--- src/rtl/mult_seq_pkg.sv ---
// mult_seq_pkg: shared types and helpers for the sequential multiplier.
//   state_t    : controller states (IDLE, RUN, SIGN, DONE)
//   cnt_width  : width of an iteration counter that must hold 0..n
//   cond_abs   : conditional two's-complement magnitude of a w-bit value
package mult_seq_pkg;

  typedef enum logic [1:0] {IDLE, RUN, SIGN, DONE} state_t;

  // Widest operand cond_abs can handle; operands are zero-extended into it.
  localparam int ABS_MAX_W = 256;

  function automatic int cnt_width(input int n);
    return (n < 1) ? 1 : $clog2(n + 1);
  endfunction

  // Magnitude of the low w bits of v when en is set and bit w-1 is set,
  // otherwise the low w bits unchanged. |-2^(w-1)| = 2^(w-1) still fits
  // in w unsigned bits, so there is no overflow case.
  function automatic logic [ABS_MAX_W-1:0] cond_abs(
    input logic [ABS_MAX_W-1:0] v,
    input int                   w,
    input logic                 en
  );
    logic [ABS_MAX_W-1:0] mask;
    mask = {ABS_MAX_W{1'b1}} >> (ABS_MAX_W - w);
    if (en && v[w-1]) return (~v + ABS_MAX_W'(1)) & mask;
    else              return v & mask;
  endfunction

endpackage

--- src/rtl/mult_seq_pp.sv ---
// mult_seq_pp: one shift-add step of the sequential multiplier.
//   acc         in  2*WIDTH  running sum
//   mcand_shift in  2*WIDTH  multiplicand aligned to the current digit
//   digit       in  BPC      current multiplier digit (unsigned)
//   acc_next    out 2*WIDTH  acc + mcand_shift*digit, modulo 2^(2*WIDTH)
module mult_seq_pp #(
  parameter int WIDTH = 64,
  parameter int BPC   = 1
) (
  input  logic [2*WIDTH-1:0] acc,
  input  logic [2*WIDTH-1:0] mcand_shift,
  input  logic [BPC-1:0]     digit,
  output logic [2*WIDTH-1:0] acc_next
);

  localparam int PW = 2 * WIDTH;

  logic [PW-1:0] pp;

  always_comb begin
    pp       = mcand_shift * PW'(digit);
    acc_next = acc + pp;
  end

endmodule

--- src/rtl/mult_seq_param.sv ---
// mult_seq_param: iterative shift-add multiplier, WIDTH x WIDTH -> 2*WIDTH,
// retiring BPC multiplier bits per clock, runtime signed/unsigned mode,
// valid/ready on both sides with the result held until consumed.
//   clk, reset (async, active-high)
//   in_valid/in_ready, is_signed, a_in, b_in  : operand handshake
//   out_valid/out_ready, product_out          : result handshake
//   busy                                      : high outside IDLE
// Optional build macro MULT_SEQ_EARLY_EXIT_EN: leave RUN as soon as the
// remaining multiplier bits are all zero (data-dependent latency). Without
// it every product takes exactly WIDTH/BPC RUN cycles.
module mult_seq_param
  import mult_seq_pkg::*;
#(
  parameter int WIDTH = 64,
  parameter int BPC   = 1
) (
  input  logic               clk,
  input  logic               reset,
  input  logic               in_valid,
  output logic               in_ready,
  input  logic               is_signed,
  input  logic [WIDTH-1:0]   a_in,
  input  logic [WIDTH-1:0]   b_in,
  output logic               out_valid,
  input  logic               out_ready,
  output logic [2*WIDTH-1:0] product_out,
  output logic               busy
);

  localparam int N  = WIDTH / BPC;
  localparam int CW = cnt_width(N);
  localparam int PW = 2 * WIDTH;

  if (WIDTH < 2) begin : g_bad_width
    $error("mult_seq_param: WIDTH must be at least 2");
  end
  if (BPC < 1 || BPC > WIDTH || (WIDTH % BPC) != 0) begin : g_bad_bpc
    $error("mult_seq_param: BPC must divide WIDTH");
  end
  if (WIDTH > ABS_MAX_W) begin : g_too_wide
    $error("mult_seq_param: WIDTH exceeds ABS_MAX_W");
  end

  state_t          state, state_next;
  logic [CW-1:0]   cnt;
  logic [PW-1:0]   acc, acc_next, mcand_shift, product;
  logic [WIDTH-1:0] mplier, mplier_shr, a_abs, b_abs;
  logic            neg, last_iter;

  assign a_abs = WIDTH'(cond_abs(ABS_MAX_W'(a_in), WIDTH, is_signed));
  assign b_abs = WIDTH'(cond_abs(ABS_MAX_W'(b_in), WIDTH, is_signed));

  assign mplier_shr = mplier >> BPC;

`ifdef MULT_SEQ_EARLY_EXIT_EN
  // Nothing left to add once the shifted-out multiplier is zero.
  assign last_iter = (cnt == CW'(N - 1)) || (mplier_shr == '0);
`else
  assign last_iter = (cnt == CW'(N - 1));
`endif

  mult_seq_pp #(
    .WIDTH (WIDTH),
    .BPC   (BPC)
  ) u_pp (
    .acc         (acc),
    .mcand_shift (mcand_shift),
    .digit       (mplier[BPC-1:0]),
    .acc_next    (acc_next)
  );

  always_ff @(posedge clk or posedge reset) begin
    if (reset) state <= IDLE;
    else       state <= state_next;
  end

  always_comb begin
    state_next = state;
    in_ready   = 1'b0;
    out_valid  = 1'b0;
    busy       = 1'b1;
    unique case (state)
      IDLE: begin
        in_ready = 1'b1;
        busy     = 1'b0;
        if (in_valid) state_next = RUN;
      end
      RUN:  if (last_iter) state_next = SIGN;
      SIGN: state_next = DONE;
      DONE: begin
        out_valid = 1'b1;
        if (out_ready) state_next = IDLE;
      end
      default: state_next = IDLE;
    endcase
  end

  // Datapath: magnitudes are multiplied unsigned, the sign is applied once
  // in SIGN, and product stays untouched through DONE for back-pressure.
  always_ff @(posedge clk or posedge reset) begin
    if (reset) begin
      cnt         <= '0;
      acc         <= '0;
      mcand_shift <= '0;
      mplier      <= '0;
      neg         <= 1'b0;
      product     <= '0;
    end else begin
      unique case (state)
        IDLE: if (in_valid) begin
          mcand_shift <= PW'(a_abs);
          mplier      <= b_abs;
          neg         <= is_signed & (a_in[WIDTH-1] ^ b_in[WIDTH-1]);
          acc         <= '0;
          cnt         <= '0;
        end
        RUN: begin
          acc         <= acc_next;
          mcand_shift <= mcand_shift << BPC;
          mplier      <= mplier_shr;
          cnt         <= cnt + CW'(1);
        end
        SIGN:    product <= neg ? (~acc + PW'(1)) : acc;
        default: ;
      endcase
    end
  end

  assign product_out = product;

endmodule
--- config.mk ---
export PLATFORM = sky130hd
export DESIGN_NAME = mult_seq_param
export DESIGN_NICKNAME = d
export VERILOG_FILES = /design/src/rtl/mult_seq_pkg.sv /design/src/rtl/mult_seq_pp.sv /design/src/rtl/mult_seq_param.sv
export SDC_FILE = /design/constraint.sdc
export NUM_CORES = 2
export LEC_CHECK = 0
export CAP_MARGIN = 20
export CORE_ASPECT_RATIO = 2
export CORE_MARGIN = 5
export CORE_UTILIZATION = 37
export CTS_BUF_LIST = sky130_fd_sc_hd__clkbuf_2 sky130_fd_sc_hd__clkbuf_4 sky130_fd_sc_hd__clkbuf_8
export DETAILED_ROUTE_END_ITERATION = 7
export HOLD_SLACK_MARGIN = 0.12
export PLACE_DENSITY = 0.61
export SLEW_MARGIN = 40
export SYNTH_ARGS = -nofsm -noshare
export SYNTH_HDL_FRONTEND = slang
export SYNTH_SLANG_ARGS = --single-unit
export TNS_END_PERCENT = 10
--- constraint.sdc ---
create_clock -name clk -period 16.1 [get_ports clk]
set_input_delay 4.025 -clock clk [delete_from_list [all_inputs] [get_ports clk]]
set_output_delay 4.025 -clock clk [all_outputs]
set_load 0.1 [all_outputs]
# After elaboration in Yosys (flattened, before gate mapping)
# Index checks and enable logic that the tools add are counted.
# Widths: inputs -> output; s select.
# totals
ramBits,0
rom_bits,0
n_memories,0
latchBits,0
register_bits,458
# op_classes
shifts,0
n_bitwise,5
n_mul,1
muxes,18
div_mod_pow,0
addsub,5
eq_ne,7
reduce_logical,7
magnitude_cmp,0
# op_table
cell,n
$pmux 128 s2,2
$mux 128,3
$mux 64,3
$add 128x1->128 const B,1
$add 128x128->128,1
$add 64x1->64 const B,2
$mul 128x1->128,1
$not 128->128,1
$not 64->64,2
$pmux 64 s2,1
$pmux 7 s2,1
$pmux 2 s4,1
$add 7x1->7 const B,1
$eq 7x6->1 const B,1
$mux 7,1
$mux 2,3
$ne 2x2->1 const B,3
$eq 2x2->1 const B,2
$reduce_and 2->1,2
$mux 1,3
$reduce_and 3->1,1
$eq 2x1->1 const B,1
$logic_and 1x1->1,2
$logic_not 2->1,1
other kinds (3),3

# Logic depth before layout (Yosys ltp)
# logic_depth
word_depth,5
depth_mapped,18

# By module
# From an unflattened synthesis, not the netlist that was laid out.
# hier_totals
hier_cells,4068
area_unflattened_um2,33880.0
# by_module_without_submodules
mod,n_inst,seq_area_each_um2,cells_each,area_each_um2
mult_seq_param,1,11461.0,2590,24399.7
mult_seq_pp,1,0.0,1478,9480.3

# Worst setup path before layout
# Ideal clock, no wire load.
# synth_path
kind,input port to flip-flop
startpoint,input a_in[5]
endpoint,register mcand_shift[61]
t_required_ns,15.971
arrival_time_ns,6.774
stages,10
path_slack_ns,9.197
cell_sequence,or4_1 > or3_1 > nand3b_1 > nor4_1 > and3_1 > nand2_1 > o31ai_1 > o21ai_1 > xnor2_1 > o21ai_1
# synth_via
elab_chain_len,5
# synth_lines
item,line,source
start: declaration,mult_seq_param.sv:22,"input logic [WIDTH-1:0] a_in,"
$not 64->64,mult_seq_pkg.sv:26,if (en && v[w-1]) return (~v + ABS_MAX_W'(1)) & mask;
$add 64x1->64,mult_seq_pkg.sv:26,
$mux 64,mult_seq_pkg.sv:26,
$mux 128,mult_seq_param.sv:110,IDLE: if (in_valid) begin
$pmux 128 s2,mult_seq_param.sv:109,unique case (state)
end signal: assignment,mult_seq_param.sv:111,mcand_shift <= PW'(a_abs);
end signal: assignment,mult_seq_param.sv:119,mcand_shift <= mcand_shift << BPC;
end: declaration,mult_seq_param.sv:46,"logic [PW-1:0] acc, acc_next, mcand_shift, product;"
# Every way passes these cells. The select of a mux whose other input is x is not followed.
# A chain may end at the register's enable or synchronous reset.

# Worst setup path in the final report
# Ends and elaborated chain as after synthesis.

==> metrics <==
Seq cells post-synth 458; met1 usage in global routing 23.1%; vias per inst 5.62; core area 83500 µm²; HP Class flop to flop; syn_nets 4043; Critical Path Sink Type flop; H-tree depth 3; routed vias 28300; Post-DP HPWL 83100 µm; Sink Count 458; required time of the critical path 16.69 ns; chip height 420 µm; Synth area leaders dfrtp_1 (37%), a21oi_1 (7.5%), xor2_1 (6.6%); die extent in x 215 µm; cell depth of the worst flop-to-flop path 15; CTS Buf Count 72; Die Footprint 90400 µm²; CP max-delay cell or4_1; Fmax 145 MHz; worst-case vdd ir drop 0.0000475 V; setup violators final 0; Warnings, synthesis 0; Max-Cap Viols 0; Port Buf Inserts 263; drt initial violations 1396; Residual DRC 0; gr busiest metal met2; area leader, netlist dfrtp_1; grt total ovfl 0; vias in the first global route 29300; Max FO, Critical Path 6; first-pass GRT wire length 166000 µm; Tot GR Track Use 23.1%; clk_skew 0.0413 ns; WP buf/inv 2; min-delay src mplier[25]$_DFFE_PP0P_; Initial Util 37.3%; initial antenna violation count 1; Syn Inst Count 3774; Final Hold Vio Count 0; CP top delay family simple AND/OR/NAND/NOR gates; Mapped Area 31100 µm²; Routed Antenna Nets 0; Final GP Congestion 0.982; Synth Area per Inst 8.25 µm²; most used cell along the critical path o21ai_1; Synth cell types 77; Post-Route WL 107000 µm; Tmin final 6.91 ns; WP data arrival 7.50 ns; CTS Hold Bufs 0; reg2reg end acc[124]$_DFFE_PP0P_; largest net degree at the start of global routing 148; asr flop ratio synth 100%; met2 usage 45.1%; met3 usage 3.64%; clock root cell clkbuf_8; Critical Path, Cell by Cell clkdlybuf4s50_1 > or4_1 > or3_1 > nand3b_1 > nor4_1 > buf_4 > and3_1 > nand2_1 > o31ai_1 > o21ai_1 > xnor2_1 > o21ai_1; Area growth syn-to-layout 15.1%; # IOs 264; flop2flop setup slack 10.43 ns; share of cells above drive strength 1 8.89%; Post-synth top flop dfrtp_1; type of the worst setup path primary input to flop; Crit path largest cell delay 0.62 ns; clk slew on worst S/H paths 0.06 ns; CP startpoint a_in[5]; Max Buffers Root-to-Sink 3; WL/cell 21.2 µm; CTS tree done; sequential share of the synthesized area 36.8%; PostCTS Resize Cnt 0; CP endpoint mcand_shift[61]$_DFFE_PP0P_; final critical-path share of the clock period 42.9%; Leak 15.6 nW; Cell Rows 150; Worst R2R Start mplier[0]$_DFFE_PP0P_; Worst-Skew Late Latency 0.73 ns; worst-margin pin slew 0.841 ns; setup TNS 0 ns; number of synthesized flops with an enable pin 0; Final nets 4190; power per cell area 68.7 nW/µm²; Final Power 2.46 mW; post-synth top area share 36.8%; RSZ-0062 raised after global routing no; status completed; DRT Pass-1 Iters 5; cell depth of the worst setup path 12; Slew HR 43.6%; max-slew violation count 0; post-CTS setup buffers 0; Critical Path Source Type primary input
==> cells in the mapped netlist (all sizes together) (3+ instances only) <==
master,n
a211oi,8
a21boi,8
a21o,54
a21oi,468
a221o,3
a221oi,10
a22o,74
a22oi,41
a31o,3
a31oi,28
and2,138
and3,16
and4,3
buf,6
clkbuf,223
dfrtp,458
ha,135
inv,53
mux2i,4
nand2,370
nand2b,28
nand3,35
nand3b,6
nand4,67
nor2,358
nor2b,9
nor3,57
nor3b,3
nor4,34
o211ai,9
o21a,20
o21ai,406
o21bai,33
o22ai,27
o311ai,3
o31a,3
o31ai,60
o41ai,37
or2,14
or3,46
or4,27
xnor2,130
xor2,234
==> cells by family after synthesis <==
family	Yosys count	share of synthesized area, %
AOI/OAI and AO/OA	1312	25.1
and+or+nand+nor	1216	18.7
DFF	458	36.8
xor gates and xnor gates	364	10.2
buffers and inverters	282	3.40
adders and majority gates	136	5.49
muxes	6	0.201
==> area by class of cell <==
type / count / area [µm²]
multi-input combinational: 3034 / 18700
tap: 1064 / 1330
fill: 8494 / 47700
timing repair buffer: 302 / 2390
inverter: 53 / 203
sequential: 458 / 11500
antenna: 1 / 2.50
clock buffer: 104 / 1290
clock inverter: 29 / 404
==> worst min-delay path by stage <==
stage                                  end  cells after the start
floorplan            mplier[1]$_DFFE_PP0P_                      2
global placement    mplier[25]$_DFFE_PP0P_                      2
detailed placement  mplier[31]$_DFFE_PP0P_                      2
CTS                 mplier[38]$_DFFE_PP0P_                      2
global route        mplier[56]$_DFFE_PP0P_                      2
finish              mplier[25]$_DFFE_PP0P_                      2
==> layer usage <==
layer / wire, µm / part of all wire [%]
met1: 37800 / 35
met2: 58000 / 54
met4: 6660 / 6.2
met3: 4250 / 4.0
met5: 0 / 0
==> layout by cell type, fill, tap and decap left out, types with 22 or more instances in the layout <==
cell and n:
and2_1 136, o22ai_1 27, a22oi_1 41, nand4_1 66, a21oi_1 468, a21o_1 54
nor3_1 55, ha_1 133, buf_2 131, nand2_1 369, xnor2_1 130, nor2_1 357
nand3_1 34, o21bai_1 33, a22o_1 74, clkbuf_8 82, buf_4 24, o21ai_0 388
nand2b_1 26, xor2_1 234, clkbuf_4 22, nor4_1 28, o41ai_1 33, o31ai_1 58
or4_1 23, clkdlybuf4s50_1 132, or3_1 45, dfrtp_1 456, a31oi_1 28, inv_1 52
==> worst register-to-register path: cells and delay by family, from the launching register on <==
family                     cells  cell delay, ns
buffers and inverters          1            0.44
and+or+nand+nor                5            1.40
DFF                            1            0.35
adders and majority gates      1            0.43
xor gates and xnor gates       1            0.19
AOI/OAI and AO/OA              7            2.72
==> flip-flops by register name, summed over array words and instances (netlist names) <==
| name | count |
|---|---|
| acc | 128 |
| mplier | 64 |
| mcand_shift | 128 |
| cnt | 7 |
| product_out | 128 |
| neg | 1 |
| state | 2 |
==> stage by stage <==
stage                     std cells  cell area [µm²]  hold WS, ns  utilization (%)  worst slack, ns
final                          5045            35800        0.481             42.9             9.19
after global placement         4906            34600        0.462             41.4             8.50
after CTS                      5042            35700        0.484             42.8             9.24
after global routing           5045            35800        0.499             42.9             8.96
after detailed placement       4909            34100        0.470             40.8             8.42
after floorplan                3774            31100        0.450                -             5.88
==> where the power goes <==
part | internal, mW | leakage [nW] | switching (mW)
registers | 1.15 | 6.35 | 0.000162
logic | 0.0544 | 8.39 | 0.0745
clock network | 0.669 | 0.875 | 0.513
Note: power is estimated with default switching activity, not from simulation.
